$ cat src/rtl/debug_trace_unit.sv
// Debug tap beside the core: per-stage PC/opcode model, breakpoint halt/resume FSM,
// and a first-word-fall-through trace FIFO of register write-backs.
module debug_trace_unit #(
   parameter int unsigned DATA    = 32,
   parameter int unsigned ADDRESS = 9,
   parameter int unsigned STAGES  = 5,
   parameter int unsigned NUM_BP  = 2,
   parameter int unsigned DEPTH   = 16
) (
   input  logic                          clk,
   input  logic                          reset,
   input  logic                          enable_debug,
   input  logic                          stall,
   input  logic                          flush,
   input  logic [ADDRESS-1:0]            pc_fetch,
   input  logic [6:0]                    opcode,
   input  logic [NUM_BP*ADDRESS-1:0]     bp_addr,
   input  logic [NUM_BP-1:0]             bp_en,
   input  logic                          resume,
   input  logic                          wb_valid,
   input  logic [4:0]                    wb_reg_num,
   input  logic [DATA-1:0]               wb_data,
   input  logic                          trace_ready,
   input  logic                          trace_clear,
   output logic [STAGES*ADDRESS-1:0]     stage_pc,
   output logic [STAGES*7-1:0]           stage_opcode,
   output logic                          halt_req,
   output logic [1:0]                    dbg_state,
   output logic [2:0]                    bp_hit_idx,
   output logic                          trace_valid,
   output logic [ADDRESS+5+DATA-1:0]     trace_data,
   output logic [$clog2(DEPTH):0]        trace_count,
   output logic                          trace_overflow
);

   localparam int unsigned TW = ADDRESS + 5 + DATA;
   localparam int unsigned PW = $clog2(DEPTH);
   localparam int unsigned CW = PW + 1;

   typedef enum logic [1:0] {
      ST_IDLE   = 2'd0,
      ST_ARMED  = 2'd1,
      ST_HALTED = 2'd2
   } state_t;

   state_t               r_state;
   state_t               w_state_next;
   logic                 r_halt;
   logic [2:0]           r_bp_idx;
   logic                 r_resume_mask;
   logic                 w_take_bp;
   logic                 w_hit;
   logic [2:0]           w_hit_idx;
   logic                 w_advance;

   logic [ADDRESS-1:0]   r_pc [STAGES];
   logic [6:0]           r_op [STAGES];

   logic [TW-1:0]        r_mem [DEPTH];
   logic [PW-1:0]        r_wptr;
   logic [PW-1:0]        r_rptr;
   logic [CW-1:0]        r_count;
   logic                 r_overflow;
   logic                 w_push;
   logic                 w_pop;
   logic                 w_full;
   logic                 w_wr;

   assign w_advance = !stall && !r_halt;

   // Pipeline model; flush zeroes the two front stages while the back still drains.
   always_ff @(posedge clk or negedge reset) begin
      if (!reset) begin
         for (int k = 0; k < STAGES; k++) begin
            r_pc[k] <= '0;
            r_op[k] <= '0;
         end
      end else begin
         if (flush) begin
            r_pc[0] <= '0;
            r_op[0] <= '0;
            r_pc[1] <= '0;
            r_op[1] <= '0;
         end else if (w_advance) begin
            r_pc[0] <= pc_fetch;
            r_op[0] <= opcode;
            r_pc[1] <= r_pc[0];
            r_op[1] <= r_op[0];
         end
         if (w_advance) begin
            for (int k = 2; k < STAGES; k++) begin
               r_pc[k] <= r_pc[k-1];
               r_op[k] <= r_op[k-1];
            end
         end
      end
   end

   for (genvar k = 0; k < STAGES; k++) begin : g_stage
      assign stage_pc[k*ADDRESS +: ADDRESS] = r_pc[k];
      assign stage_opcode[k*7 +: 7]         = r_op[k];
   end

   // Lowest-numbered enabled comparator wins.
   always_comb begin
      w_hit     = 1'b0;
      w_hit_idx = '0;
      for (int i = NUM_BP - 1; i >= 0; i--) begin
         if (bp_en[i] && (pc_fetch == bp_addr[i*ADDRESS +: ADDRESS])) begin
            w_hit     = 1'b1;
            w_hit_idx = 3'(i);
         end
      end
   end

   always_comb begin
      w_state_next = r_state;
      w_take_bp    = 1'b0;
      case (r_state)
         ST_IDLE:   w_state_next = ST_ARMED;
         ST_ARMED: begin
            if (w_hit && !stall && !r_resume_mask) begin
               w_state_next = ST_HALTED;
               w_take_bp    = 1'b1;
            end
         end
         ST_HALTED: if (resume) w_state_next = ST_ARMED;
         default:   w_state_next = ST_IDLE;
      endcase
      if (!enable_debug) begin
         w_state_next = ST_IDLE;
         w_take_bp    = 1'b0;
      end
   end

   // halt_req tracks the next state so it rises/falls together with HALTED.
   always_ff @(posedge clk or negedge reset) begin
      if (!reset) begin
         r_state       <= ST_IDLE;
         r_halt        <= 1'b0;
         r_bp_idx      <= '0;
         r_resume_mask <= 1'b0;
      end else begin
         r_state       <= w_state_next;
         r_halt        <= (w_state_next == ST_HALTED);
         r_resume_mask <= (r_state == ST_HALTED) && (w_state_next == ST_ARMED);
         if (w_take_bp) r_bp_idx <= w_hit_idx;
      end
   end

   assign halt_req   = r_halt;
   assign dbg_state  = r_state;
   assign bp_hit_idx = r_bp_idx;

   assign w_push = (r_state != ST_IDLE) && wb_valid && (wb_reg_num != 5'd0);
   assign w_pop  = (r_count != '0) && trace_ready;
   assign w_full = (r_count == CW'(DEPTH));
   assign w_wr   = w_push && (!w_full || w_pop) && !trace_clear;

   always_ff @(posedge clk) begin
      if (w_wr) r_mem[r_wptr] <= {r_pc[STAGES-1], wb_reg_num, wb_data};
   end

   always_ff @(posedge clk or negedge reset) begin
      if (!reset) begin
         r_wptr     <= '0;
         r_rptr     <= '0;
         r_count    <= '0;
         r_overflow <= 1'b0;
      end else if (trace_clear) begin
         r_wptr     <= '0;
         r_rptr     <= '0;
         r_count    <= '0;
         r_overflow <= 1'b0;
      end else begin
         if (w_wr)  r_wptr <= r_wptr + PW'(1);
         if (w_pop) r_rptr <= r_rptr + PW'(1);
         r_count <= r_count + CW'(w_wr) - CW'(w_pop);
         if (w_push && w_full && !w_pop) r_overflow <= 1'b1;
      end
   end

   assign trace_valid    = (r_count != '0);
   assign trace_data     = r_mem[r_rptr];
   assign trace_count    = r_count;
   assign trace_overflow = r_overflow;

endmodule

$ cat config.mk
export PLATFORM = sky130hd
export DESIGN_NAME = debug_trace_unit
export DESIGN_NICKNAME = d
export VERILOG_FILES = /design/src/rtl/debug_trace_unit.sv
export SDC_FILE = /design/constraint.sdc
export NUM_CORES = 1
export LEC_CHECK = 0
export BUFFER_PORTS_ARGS = -buffer_cell sky130_fd_sc_hd__buf_4
export CORE_MARGIN = 2
export CORE_UTILIZATION = 25
export DETAILED_ROUTE_END_ITERATION = 7
export HOLD_SLACK_MARGIN = 0.03
export PLACE_DENSITY = 0.41
export SLEW_MARGIN = 5
export SYNTH_ARGS = -nofsm -noshare
export SYNTH_HDL_FRONTEND = slang
export SYNTH_SLANG_ARGS = --single-unit
$ cat constraint.sdc
create_clock -name clk -period 9.52 [get_ports clk]
set_input_delay 2.856 -clock clk [delete_from_list [all_inputs] [get_ports clk]]
set_output_delay 2.856 -clock clk [all_outputs]
set_load 0.02 [all_outputs]
# [Yosys cells after proc, flatten, opt, wreduce, memory -nomap -nowiden]
# Memory sizes are Yosys's and may differ from the RTL's.
# Cells that the tools add are included.
[op_classes] n_addsub=4 n_mul=0 div=0 order_cmp=0 eq_ne=7 shifts=0 muxes=24 bitwise=0 reduce_logical=28
[op_table] cell="$mux 18" n=2
[op_table] cell="$mux 14" n=2
[op_table] cell="$eq 9x9->1" n=2
[op_table] cell="$mux 4" n=4
[op_table] cell="$logic_and 1x1->1" n=13
[op_table] cell="$mux 1" n=10
[op_table] cell="$reduce_bool 2->1" n=5
[op_table] cell="$reduce_bool 5->1" n=2
[op_table] cell="$add 4x1->4 const B" n=2
[op_table] cell="$logic_not 1->1" n=6
[op_table] cell="$mux 2" n=3
[op_table] cell="$pmux 2 s3" n=1
[op_table] cell="$add 5x1->5" n=1
[op_table] cell="$eq 5x5->1 const B" n=1
[op_table] cell="$mux 5" n=1
[op_table] cell="$sub 5x1->5" n=1
[op_table] cell="$eq 2x1->1 const B" n=2
[op_table] cell="$eq 2x2->1 const B" n=2
[op_table] cell="$mux 3" n=1
[op_table] cell="$logic_not 2->1" n=1
[op_table] cell="$logic_or 1x1->1" n=1
[word_totals] regBits=101 latch_bits=0 ramBits=736 rom_bits=0 input_bits=82 output_inout_bits=139 word_cells=82 memories=1
[memory_table] name="r_mem" words=16 word_bits=46 rd=1 rd_clocked_by_memory_dff=0 write_ports=1 line="59" text="logic [TW-1:0] r_mem [DEPTH];"

# [Longest topological paths before layout]
# Gate-level depths: netlist of the first run.
[logic_depth] ltp_word=11 depth_mapped=15 ltp_nobuf=15

# [Worst setup path before layout of the first run]
# No wires, ideal clock.
[synth_path] path_kind="input to register" start="in wb_valid" end="mem r_mem[1][0] (netlist name) (enable)" setup_ps=580 t_arrival_ps=8344 required_time_ps=8940 path_slack_ps=596 cell_stages=6 path_buffers=0 cell_sequence="o21ai_0 a21oi_1 nand2_1 nor2_1 inv_1 nor4b_1"
[synth_via] elab_chain_len=6
[synth_rtl] element="from (decl)" line="20" text="input logic wb_valid,"
[synth_rtl] element="$logic_and 1x1->1 (2 in series)" line="155" text="assign w_push = (r_state != ST_IDLE) && wb_valid && (wb_reg_num != 5'd0);"
[synth_rtl] element="$logic_and 1x1->1 (2 in series)" line="158" text="assign w_wr = w_push && (!w_full || w_pop) && !trace_clear;"
[synth_rtl] element="$mux 1" line="161" text="if (w_wr) r_mem[r_wptr] <= {r_pc[STAGES-1], wb_reg_num, wb_data};"
[synth_rtl] element="$mux 1 (implied by the code)" line="161"
[synth_rtl] element="to (decl)" line="59"
# Every way passes these cells.

# [Worst setup path after layout of the first run]
[layout_path] start="reg r_rptr[1]" end="out trace_data[41]"
[layout_via] elab_chain_len=1
[layout_rtl] element="from (decl)" line="61" text="logic [PW-1:0] r_rptr;"
[layout_rtl] element="from (signal assigned)" line="177" text="if (w_pop) r_rptr <= r_rptr + PW'(1);"
[layout_rtl] element="$mem_v2 16x46"
[layout_rtl] element="to (decl)" line="31" text="output logic [ADDRESS+5+DATA-1:0] trace_data,"
# Every way passes these cells.

==> results.json, run 1 <==
{
  "status": "finished clean",
  "synthTopCellsByArea": "edfxtp_1, mux4_2, dfrtp_1, mux4_1, nand2_1",
  "yosysUniqueCellTypes": 38,
  "max_freq_mhz": 150.5,
  "vias_per_cell": 4.326,
  "cp-start-kind": "flip-flop",
  "arrival_ps": 3790,
  "ant_nets": 0,
  "synthFlopType": "edfxtp_1",
  "dr.first_iter.drc_count": 974,
  "cpMaxStageDelayCell": "dfrtp_4",
  "yosys.area.top_type_share_pct": 68.06,
  "overflow": 0,
  "crit_fanout": 120,
  "cts_setup_buffers": 0,
  "critPathBufInv": 2,
  "cap_violations": 0,
  "start_util_pct": 25.14,
  "port_buffers": 218,
  "mostFrequentLayoutCell": "edfxtp_1",
  "cts.clk_slew.worst_paths_ps": 60,
  "ir_drop_mv": 0.2593,
  "synth_edf_count": 736,
  "wl_met2_mm": 38.19,
  "hold_viol": 0,
  "relSlewSlack_pct": 20.42,
  "grt_antenna_before_repair": 7,
  "cts_tree": "done",
  "drt-total-wl_mm": 81.75,
  "ys_warn_count": 0,
  "hpwlAfterDp_mm": 42.25,
  "die_w_um": 364.4,
  "die_area_mm2": 0.1328,
  "slew_violations": 0,
  "cts_sinks": 835,
  "setup_viol": 0,
  "worst_pin_slew_ps": 1191,
  "met1_length_mm": 37.10,
  "worstSetupPathType": "flip-flop to output pin",
  "ys_seq_elements": 835,
  "syn_area_mm2": 0.03247,
  "h-tree-depth": 3,
  "numCtsBuffers": 95,
  "pwr_density_cell_mw_per_mm2": 238.3,
  "met3WireLength_mm": 4.835,
  "seq_area_frac_synth_pct": 75.68,
  "netlist.top_cell.by_area": "edfxtp_1",
  "ios": 221,
  "dp.cells": 3425,
  "drive_above_1_share_pct": 29.34,
  "power.leakage_nw": 13.04,
  "grt_max_degree": 121,
  "hold_buffers": 0,
  "vias": 15560,
  "utilization_pct": 30.34,
  "slowest_delay_ps": 1150,
  "clockRootBuffer": "clkbuf_16",
  "wl_per_cell_um": 22.73,
  "die_y_um": 364.4,
  "syn_area_per_cell_um2": 21.35,
  "most-common-layout-cells": "edfxtp_1, buf_4, nand2_1",
  "end_kind": "output pin",
  "clockBufferDepth": 3,
  "fin_skew_ps": 48.07,
  "synth_cells": 1521,
  "core_area_mm2": 0.1292,
  "clock_latency_ps": 670,
  "timing.setup.tns_ps": 0,
  "fin_crit_ps": 6643,
  "n_antenna_cell": 0,
  "min_path_type": "flip-flop to flip-flop",
  "drc": 0,
  "path_cells": "buf_12 -> mux4_1 -> mux4_2 -> buf_4",
  "rsz0062_at_grt": "false",
  "cts-resized-gates": 0,
  "grt_pass1_wl_mm": 119.3,
  "cp_top_family": "flip-flops",
  "grt_usage_pct": 12.37,
  "min_period_over_period_pct": 69.78,
  "worstPathRequired_ps": 6660,
  "ys_async_sr_fraction_pct": 11.86,
  "rows": 132,
  "gp_congestion": 0.7410,
  "grt_pass1_vias": 17020,
  "dr.pass1.iters": 5,
  "highest_layer": "met5",
  "nets": 1874,
  "final_cells": 3596,
  "area_delta_synth_final_pct": 20.67
}
[area by class of cell]
class | instances | area (um^2)
fill | 12720 | 89970
sequential | 835 | 24590
multi-input combinational | 597 | 7381
clock buffer | 112 | 2472
tap | 1742 | 2180
timing repair buffer | 240 | 1839
clock inverter | 59 | 679.4
inverter | 11 | 41.29
[routing by layer]
metal	global-route usage, %	vias up
li1	-	6732
met5	0	-
met1	16.77	8321
met3	3.409	118
met2	19.62	375
met4	3.079	10
[report_power, final]
group	switching, W	internal (W)
Combinational	0.000760	0.000776
Clock	0.00148	0.00221
Sequential	0.0000818	0.00403
[worst register-to-register path, stage by stage, from the launching register on]
cell and delay [ps]:
dfrtp_1 460, o21ai_0 320, a21oi_1 400, nand2_1 170
nor2_1 510, inv_1 360, nor2_4 990, buf_4 610
[cells by family (layout without fill, tap and decap cells)]
| family | count (synthesis) | count (layout) | share of synthesized area, % |
|---|---|---|---|
| xor gates and xnor gates | 28 | 28 | 0.7552 |
| buffers and inverters | 90 | 422 | 1.876 |
| AOI/OAI and AO/OA | 45 | 45 | 0.7243 |
| DFF | 835 | 835 | 75.68 |
| adders and majority gates | 12 | 12 | 0.4855 |
| and+or+nand+nor | 279 | 279 | 3.533 |
| other | 1 | 2 | 0.01155 |
| muxes | 231 | 231 | 16.93 |
[cells in the mapped netlist (all sizes together) (2+ instances only)]
cell / number
a21o: 3
a21oi: 39
and2: 2
and3: 10
buf: 35
clkbuf: 44
dfrtp: 99
edfxtp: 736
ha: 11
inv: 11
mux4: 230
nand2: 218
nand3: 5
nand4: 4
nor2: 20
nor2b: 3
nor3: 9
o21ai: 2
xnor2: 19
xor2: 9
[metrics by stage]
stage	power [W]	hold WS (ps)	area, um^2	setup slack, ps
after floorplan	0.005321	491.7	32480	596.1
after global placement	0.005775	468.2	36030	2913
after detailed placement	0.005781	464.0	36030	2793
after CTS	0.009514	486.4	39190	2775
after global routing	0.009735	506.9	39190	2679
final	0.009337	479.3	39190	2877
[flip-flops by register name, indices dropped and copies added, names as in the netlist]
signal and count:
r_mem 736, r_rptr 4, trace_overflow 1, trace_count 5
r_resume_mask 1, dbg_state 2, r_wptr 4, bp_hit_idx 1
stage_opcode 35, stage_pc 45, halt_req 1
[final timing paths]
| path | startpoint | end | slack, ps | depth (start not counted) |
|---|---|---|---|---|
| min in group asynchronous | reset | stage_opcode[12] | 2160 | 1 |
| worst min register to register | stage_opcode[33] | stage_opcode[33] | 480 | 2 |
| worst min-delay path | stage_opcode[33] | stage_opcode[33] | 480 | 2 |
| worst max-delay path | r_rptr[1] | trace_data[41] | 2880 | 4 |
| max in group asynchronous | reset | stage_pc[38] | 6050 | 2 |
| worst max register to register | dbg_state[0] | r_mem[13][4] | 5310 | 7 |
Power figures use the tool's default switching activity.
==> inputs of run 2 (changes only) <==
- clock period: 9.52 -> 6.7 ns (I/O delays scaled with it)
==> run 2 against run 1 <==
Critical path depth did not move. Power rose by 39%. Register-to-register slack lost 2600 ps. Sequential share of layout area about the same. First-iteration DRC count is 13% higher. Die area stayed put. Cell count is 0.47% higher. Utilization is essentially flat. Global-route usage is 0.40 points higher. Critical path type unchanged. Largest cell class unchanged. Highest routed layer unchanged.
==> results.json, run 2 (synthesis gave the netlist of run 1 again) <==
{
  "highest_layer": "met5",
  "dr.pass1.iters": 4,
  "arrival_ps": 3560,
  "drc": 0,
  "slew_violations": 0,
  "grt_antenna_before_repair": 6,
  "vias_per_cell": 4.367,
  "rows": 132,
  "stdcell_area_mm2": 0.03921,
  "overflow": 0,
  "power.leakage_nw": 13.07,
  "start_util_pct": 25.14,
  "most-common-layout-cells": "edfxtp_1, buf_4, nand2_1",
  "cts_tree": "done",
  "die_y_um": 364.4,
  "cts-resized-gates": 0,
  "status": "finished clean",
  "combPwrFrac_pct": 16.9,
  "grt_usage_pct": 12.77,
  "total_power_w": 0.01299,
  "cts.clk_slew.worst_paths_ps": 60,
  "h-tree-depth": 3,
  "met3WireLength_mm": 4.592,
  "post_dp_cell_area_mm2": 0.03629,
  "cts_setup_buffers": 0,
  "timing.setup.tns_ps": 0,
  "worstReg2RegStart": "dbg_state[0]",
  "worst_pin_slew_ps": 899.2,
  "gp_congestion": 0.7617,
  "hold_buffers": 0,
  "seqPwrFrac_pct": 45.3,
  "cp-start-kind": "flip-flop",
  "drive_above_1_share_pct": 29.50,
  "p_sw_w": 0.003307,
  "wl_met2_mm": 38.62,
  "relSlewSlack_pct": 40.05,
  "worstPathRequired_ps": 4690,
  "ant_nets": 0,
  "numCtsBuffers": 95,
  "regMostFlops": "r_mem",
  "cts_sinks": 835,
  "fin_crit_ps": 5574,
  "hpwlAfterDp_mm": 46.67,
  "die_w_um": 364.4,
  "fin_skew_ps": 39.22,
  "r2r_slack_ps": 2690,
  "grt_pass1_vias": 17300,
  "reg2reg_depth": 14,
  "p_int_w": 0.009682,
  "cp-endpoint": "trace_data[41]",
  "ios": 221,
  "clock_latency_ps": 670,
  "area_delta_synth_final_pct": 20.74,
  "min_period_over_period_pct": 83.19,
  "drt-total-wl_mm": 84.38,
  "end_kind": "output pin",
  "dr.first_iter.drc_count": 1103,
  "mostFrequentLayoutCell": "edfxtp_1",
  "max_freq_mhz": 179.4,
  "vias": 15780,
  "pwr_density_cell_mw_per_mm2": 331.3,
  "rsz0062_at_grt": "false",
  "met1_length_mm": 38.89,
  "clockBufferDepth": 3,
  "hold_viol": 0,
  "r2r_end": "trace_count[4]",
  "wl_per_cell_um": 23.35,
  "ir_drop_mv": 0.1787,
  "swShare_pct": 25.46,
  "worstSetupPathType": "flip-flop to output pin",
  "n_antenna_cell": 0,
  "pwr-share-clk_pct": 37.8,
  "setup_viol": 0,
  "min_path_type": "flip-flop to flip-flop",
  "startpoint": "r_rptr[0]",
  "grt_pass1_wl_mm": 122.3,
  "cap_violations": 0,
  "port_buffers": 218,
  "die_area_mm2": 0.1328,
  "core_area_mm2": 0.1292,
  "crit_fanout": 36,
  "grt_max_degree": 67,
  "largest_reg_flops": 736,
  "nets": 1892,
  "clockRootBuffer": "clkbuf_16"
}
[run 2: changes by cell type in the layout (fill, tap and decap cells not counted), sizes merged]
cell,previous run,this run
buf,240,258
clkbuf,112,121
bufinv,13,5
clkinvlp,4,1
clkinv,39,41
inv,14,13
[run 2: worst max-delay path, stage by stage, from the launching register on]
cell and delay (ps):
dfrtp_4 990, buf_4 460, mux4_1 620, mux4_2 590, buf_4 210
[run 2: through the flow]
| step | hold slack [ps] | instances | setup slack (ps) | utilization (%) |
|---|---|---|---|---|
| floorplan | 491.7 | 1522 | 272.0 | - |
| CTS | 486.7 | 3613 | 985.3 | 30.36 |
| detailed placement | 463.6 | 3443 | 1174 | 28.10 |
| global route | 510.0 | 3613 | 922.5 | 30.36 |
| finish | 489.7 | 3613 | 1126 | 30.36 |
| global placement | 462.3 | 3443 | 1183 | 28.10 |
[run 2: worst min-delay path by stage]
stage                           startpoint                to  depth (start not counted)
final                     stage_opcode[28]  stage_opcode[28]                          2
after global placement    stage_opcode[29]  stage_opcode[29]                          2
after detailed placement  stage_opcode[29]  stage_opcode[29]                          2
after global routing      stage_opcode[28]  stage_opcode[28]                          2
after CTS                 stage_opcode[29]  stage_opcode[29]                          2
after floorplan              r_resume_mask      dbg_state[0]                          2
[run 2: area by class of cell]
type	count	area, um^2
well taps	1742	2180
repair buffers	258	2100
flip-flops and latches	835	24590
inverters	11	41.29
clock inverters	49	417.9
multi-input cells	597	7375
fillers	12650	89940
clock buffers	121	2506
[run 2: layer usage]
metal  vias up  global-route usage [%]
met5         -                       0
met4         8                   3.800
met3       138                   3.076
met2       391                   19.82
met1      8476                   17.73
li1       6765                       -
[run 2: power by group through the flow]
stage | clock network [W] | logic (W) | registers [W]
after global placement | 0 | 0.00227 | 0.00600
after global routing | 0.00529 | 0.00237 | 0.00590
after detailed placement | 0 | 0.00227 | 0.00600
final | 0.00491 | 0.00219 | 0.00589
after CTS | 0.00509 | 0.00227 | 0.00589
after floorplan | 0 | 0.00165 | 0.00591
